`config.mk`:
```
export PLATFORM = sky130hd
export DESIGN_NAME = jk_excitation_driver_flat
export DESIGN_NICKNAME = d
export VERILOG_FILES = /design/src/rtl/jk_excitation_driver_if.sv /design/src/rtl/jk_excitation_driver.sv /design/src/flat_wrapper.sv
export SDC_FILE = /design/constraint.sdc
export NUM_CORES = 1
export LEC_CHECK = 0
export CAP_MARGIN = 15
export CORE_UTILIZATION = 41
export DETAILED_ROUTE_END_ITERATION = 6
export HOLD_SLACK_MARGIN = 0.15
export PLACE_DENSITY = 0.66
export SETUP_SLACK_MARGIN = 0.02
export SKIP_LAST_GASP = 1
export SYNTH_ARGS = -nofsm -noshare
export SYNTH_HDL_FRONTEND = slang
export SYNTH_SLANG_ARGS = --single-unit
```
`constraint.sdc`:
```
create_clock -name clk -period 4.77 [get_ports clk]
set_input_delay 0.954 -clock clk [delete_from_list [all_inputs] [get_ports clk]]
set_output_delay 0.954 -clock clk [all_outputs]
set_load 0.005 [all_outputs]
```
`src/rtl/jk_excitation_driver_if.sv`:
```
// Bundles the word-source handshake, latch-bank drive/feedback and write-status
// signals of jk_excitation_driver. The driver connects through the slave modport.
interface jk_excitation_driver_if #(
  parameter int WIDTH = 8
);
  logic             in_valid;
  logic             in_ready;
  logic [WIDTH-1:0] in_data;
  logic [WIDTH-1:0] q_fb;
  logic [WIDTH-1:0] j;
  logic [WIDTH-1:0] k;
  logic             lat_en;
  logic             done;
  logic             err;
  logic [7:0]       err_cnt;

  modport master (
    output in_valid,
    output in_data,
    output q_fb,
    input  in_ready,
    input  j,
    input  k,
    input  lat_en,
    input  done,
    input  err,
    input  err_cnt
  );

  modport slave (
    input  in_valid,
    input  in_data,
    input  q_fb,
    output in_ready,
    output j,
    output k,
    output lat_en,
    output done,
    output err,
    output err_cnt
  );
endinterface

```
`src/rtl/jk_excitation_driver.sv`:
```
// Write controller for a bank of JK latches: excite, strobe, settle, read back.
// Define JK_EXCITE_TOGGLE_PREF_EN to resolve excitation don't-cares to 1 (toggle form).
module jk_excitation_driver #(
  parameter int WIDTH  = 8,
  parameter int SETTLE = 2
) (
  input  logic                 clk,
  input  logic                 rst_n,
  jk_excitation_driver_if.slave bus
);

  typedef enum logic [1:0] {
    ST_IDLE,
    ST_DRIVE,
    ST_SETTLE,
    ST_CHECK
  } state_t;

  localparam logic [3:0] SETTLE_LOAD = 4'(SETTLE - 1);

  state_t           r_state;
  state_t           w_next_state;
  logic [3:0]       r_cnt;
  logic [WIDTH-1:0] r_target;
  logic             r_in_ready;
  logic [WIDTH-1:0] r_j;
  logic [WIDTH-1:0] r_k;
  logic             r_lat_en;
  logic             r_done;
  logic             r_err;
  logic [7:0]       r_err_cnt;

  logic             w_accept;
  logic             w_leave_check;
  logic             w_mismatch;
  logic [WIDTH-1:0] w_j_exc;
  logic [WIDTH-1:0] w_k_exc;

  // in_ready is registered, so the first IDLE cycle after reset cannot accept.
  assign w_accept      = (r_state == ST_IDLE) && bus.in_valid && r_in_ready;
  assign w_leave_check = (r_state == ST_CHECK);
  assign w_mismatch    = (bus.q_fb != r_target);

`ifdef JK_EXCITE_TOGGLE_PREF_EN
  assign w_j_exc = bus.q_fb | bus.in_data;
  assign w_k_exc = ~(bus.q_fb & bus.in_data);
`else
  assign w_j_exc = ~bus.q_fb & bus.in_data;
  assign w_k_exc = bus.q_fb & ~bus.in_data;
`endif

  always_ff @(posedge clk or negedge rst_n) begin
    if (!rst_n) begin
      r_state <= ST_IDLE;
    end else begin
      r_state <= w_next_state;
    end
  end

  always_comb begin
    w_next_state = r_state;
    case (r_state)
      ST_IDLE:   if (w_accept) w_next_state = ST_DRIVE;
      ST_DRIVE:  w_next_state = ST_SETTLE;
      ST_SETTLE: if (r_cnt == 4'd0) w_next_state = ST_CHECK;
      ST_CHECK:  w_next_state = ST_IDLE;
      default:   w_next_state = ST_IDLE;
    endcase
  end

  always_ff @(posedge clk or negedge rst_n) begin
    if (!rst_n) begin
      r_cnt <= 4'd0;
    end else if (r_state == ST_DRIVE) begin
      r_cnt <= SETTLE_LOAD;
    end else if ((r_state == ST_SETTLE) && (r_cnt != 4'd0)) begin
      r_cnt <= r_cnt - 4'd1;
    end
  end

  always_ff @(posedge clk or negedge rst_n) begin
    if (!rst_n) begin
      r_target <= '0;
    end else if (w_accept) begin
      r_target <= bus.in_data;
    end
  end

  // Excitation is loaded only on accept, so J/K read as hold outside DRIVE.
  always_ff @(posedge clk or negedge rst_n) begin
    if (!rst_n) begin
      r_in_ready <= 1'b0;
      r_lat_en   <= 1'b0;
      r_j        <= '0;
      r_k        <= '0;
    end else begin
      r_in_ready <= (w_next_state == ST_IDLE);
      r_lat_en   <= w_accept;
      r_j        <= w_accept ? w_j_exc : '0;
      r_k        <= w_accept ? w_k_exc : '0;
    end
  end

  always_ff @(posedge clk or negedge rst_n) begin
    if (!rst_n) begin
      r_done    <= 1'b0;
      r_err     <= 1'b0;
      r_err_cnt <= 8'd0;
    end else begin
      r_done <= w_leave_check;
      r_err  <= w_leave_check && w_mismatch;
      if (w_leave_check && w_mismatch && (r_err_cnt != 8'hFF)) begin
        r_err_cnt <= r_err_cnt + 8'd1;
      end
    end
  end

  assign bus.in_ready = r_in_ready;
  assign bus.j        = r_j;
  assign bus.k        = r_k;
  assign bus.lat_en   = r_lat_en;
  assign bus.done     = r_done;
  assign bus.err      = r_err;
  assign bus.err_cnt  = r_err_cnt;

endmodule

```
`src/flat_wrapper.sv`:
```
// flat-port wrapper written by rule: the top's interface ports become plain ports
module jk_excitation_driver_flat 
#(
  parameter int WIDTH  = 8,
  parameter int SETTLE = 2
)
  (clk, rst_n, bus_in_valid, bus_in_data, bus_q_fb, bus_in_ready, bus_j, bus_k, bus_lat_en, bus_done, bus_err, bus_err_cnt);
  jk_excitation_driver_if #(.WIDTH(WIDTH)) bus_i ();
  input  logic clk;
  input  logic rst_n;
  input wire logic [$bits(bus_i.in_valid)-1:0] bus_in_valid;
  input wire logic [$bits(bus_i.in_data)-1:0] bus_in_data;
  input wire logic [$bits(bus_i.q_fb)-1:0] bus_q_fb;
  output wire logic [$bits(bus_i.in_ready)-1:0] bus_in_ready;
  output wire logic [$bits(bus_i.j)-1:0] bus_j;
  output wire logic [$bits(bus_i.k)-1:0] bus_k;
  output wire logic [$bits(bus_i.lat_en)-1:0] bus_lat_en;
  output wire logic [$bits(bus_i.done)-1:0] bus_done;
  output wire logic [$bits(bus_i.err)-1:0] bus_err;
  output wire logic [$bits(bus_i.err_cnt)-1:0] bus_err_cnt;
  assign bus_i.in_valid = bus_in_valid;
  assign bus_i.in_data = bus_in_data;
  assign bus_i.q_fb = bus_q_fb;
  assign bus_in_ready = bus_i.in_ready;
  assign bus_j = bus_i.j;
  assign bus_k = bus_i.k;
  assign bus_lat_en = bus_i.lat_en;
  assign bus_done = bus_i.done;
  assign bus_err = bus_i.err;
  assign bus_err_cnt = bus_i.err_cnt;
  jk_excitation_driver #(.WIDTH(WIDTH), .SETTLE(SETTLE)) u_core (.clk(clk), .rst_n(rst_n), .bus(bus_i));
endmodule
```
==> run metrics <==
Synth area leader=dfrtp_1; ranking of synthesized cells by area=dfrtp_1 (59%), nor3b_1 (6.4%), mux2_1 (5.7%), xor2_1 (5.4%), ha_1 (4.9%); Final Hold Viols=0; initial antenna violation count=0; Post-CTS Setup Repair Bufs=0; clock sink count=42; Post-Syn Area=1770 sq um; Die ar.=4590 sq um; Inserted Clock Buffers=5; gr ovfl total=0; Vias per Instance=about 5; clk buf depth=2; crit-path cells=clkdlybuf4s50_1 -> nand3_1 -> mux2_1; starting density of the core=between 40 and 50%; number of nets with antenna violations after routing=0; first-pass GRT wire length=5310 microns; critical path fanouts, max=26; largest net degree at the start of global routing=43; Critical Path Max Stage Delay=0.75 ns; number of global-route vias before repair=1,163; synthesis-stage register bit count=between 40 and 50; Tmin final=2.63 ns; Worst-Margin Slew=1.10 ns; setup total negative slack=0 ns; Setup Viol. Count Final=0; Area Growth Syn to Fin=35.0%; layout cells sized above 1=9.14%; Final Routed Wirelength=3240 microns; cell area after layout=2390 sq um; relative slew slack=26.5%; Net Count, Synth=160; most numerous cell in the Yosys netlist=dfrtp_1; H-Tree Depth=2; PnR Total Power=1.16 mW; WS Path Type=primary input to register; detailed-route DRC error count=0; via count=1,156; post_cts resized=0; Util after Layout=58.6%; leakage=1.05 nW; CP Data Arrival Time=2.80 ns; Final nets=211; Crit path required time=approximately 4.9 ns; Async SR Flop Fraction=100%; I/O pins=47; GRT Total Usage=between 10% and 20%; Max VDD drop=slightly above 0.2 mV; Slew Limit Fails=0; Hold Crit Class=register to register; result of the run=finished, final reports clean; fin crit share=a little under three fifths; IO Port Bufs=46; first-pass detailed-route iteration total=4; crit path launch type=primary input; GP Congestion=roughly 0.74; Most Crowded Layer GR=met2; drt first-iter violations=49; Synth Instances=134; unrepaired setup endpoints after global routing=false; Placed Area=2280 sq um; PwrDens=approximately 480 nW/um^2; WL/cell=approximately 14 microns; M2 GR Usage=26.6%; Non-Filler Instances=236; Seq/Total Area, Yosys=roughly three fifths; Core Area=slightly above 4000 sq um; Synth cell types=28; Root Driver=clkbuf_8; hold_buf cts=0; Post-Syn Area per Cell=13.2 sq um; CTS tree=yes; Post-synth top cells=dfrtp_1 (42), nor3b_1 (15), xor2_1 (11); Reg clk slew, reported paths=around 0.070 ns; Die Height=67.8 microns; number of synthesized flops with an enable pin=0; met1 Use GR=18.8%; grt met3 use=5.41%; # diodes=0; ys flop type=dfrtp_1; Ys Warns=0; clk_lat worst skew=0.29 ns; Placed Cells=228; die width=67.8 microns; Fin Clk Skew=0.00794 ns; row cnt=23; Worst path slowest cell=nand3_1; f_max=0.380 GHz; Max Cap Viol=0; Worst Setup End Kind=register; Yosys top cell area share=59.3%; hpwl dp=2310 microns
-- metal layers --
layer / up-vias / routed length (microns)
met5: - / 0
met4: 0 / 57
met3: 7 / 200
met2: 37 / 1550
met1: 552 / 1430
li1: 560 / -
-- critical path: cells and delay by family --
kind / cells / cell delay [ns]
buf+inv: 1 / 0.45
mux: 1 / 0.63
simple gates: 1 / 0.75
-- report_power, final --
group	leakage [nW]	switching [mW]	internal (mW)
logic	0.443	0.161	0.206
registers	0.549	0.0779	0.455
clock network	0.0575	0.114	0.146
total	1.05	0.352	0.807
-- cell type report --
type	instances	area (sq um)
clock buffers	8	110
inverters	5	18.8
fillers	346	1690
flip-flops and latches	42	1050
well taps	50	62.6
multi-input cells	85	696
repair buffers	46	455
-- per-stage QoR --
| stage | setup WS [ns] | hold WS [ns] |
|---|---|---|
| after floorplan | 2.65 | 0.481 |
| after global placement | 1.90 | 0.472 |
| after detailed placement | 1.83 | 0.502 |
| after CTS | 2.14 | 0.519 |
| after global routing | 2.08 | 0.533 |
| final | 2.14 | 0.511 |
-- path summary, 6_finish.rpt --
check	from	endpoint	slack, ns	depth (start not counted)
worst max-delay path	bus_in_valid	u_core.r_target[4]$_DFFE_PN0P_	2.14	3
worst min-delay path	u_core.bus.err_cnt[5]$_DFFE_PN0P_	u_core.bus.err_cnt[5]$_DFFE_PN0P_	0.51	1
worst max register to register	u_core.r_state[0]$_DFF_PN0_	u_core.r_target[4]$_DFFE_PN0P_	2.53	4
worst min register to register	u_core.bus.err_cnt[5]$_DFFE_PN0P_	u_core.bus.err_cnt[5]$_DFFE_PN0P_	0.51	1
max in group asynchronous	rst_n	u_core.r_target[1]$_DFFE_PN0P_	3.40	1
min in group asynchronous	rst_n	u_core.bus.err_cnt[7]$_DFFE_PN0P_	0.79	1
-- kinds of logic (layout without fill, tap and decap cells) --
family                     after synthesis  count (layout)  synth area share (%)
and+or+nand+nor                         47              47                  17.8
DFF                                     42              42                  59.3
xor gates and xnor gates                17              17                  8.40
muxes                                   10              10                  6.56
adders and majority gates                7               7                  4.94
buffers and inverters                    7              59                  1.48
AOI/OAI and AO/OA                        4               4                  1.55
-- flip-flops by register name, indices dropped and copies added, names as in the netlist --
signal / count
u_core.r_cnt: 4
u_core.bus.err: 1
u_core.r_state: 2
u_core.bus.k: 8
u_core.bus.j: 8
u_core.r_target: 8
u_core.bus.done: 1
u_core.bus.lat_en: 1
u_core.bus.err_cnt: 8
u_core.bus.in_ready: 1
-- layout by cell type, fill, tap and decap left out, drive strengths merged, types with 3 or more instances in the layout --
cell type	synthesis	layout
and3	3	3
nand3	4	4
nor2	5	5
nand4	4	4
nor3b	16	16
xor2	11	11
inv	5	5
dfrtp	42	42
ha	7	7
clkbuf	2	8
nand2	5	5
xnor2	6	6
clkdlybuf4s50	0	45
mux2	10	10
and2	4	4
(Power assumes the default switching activity.)
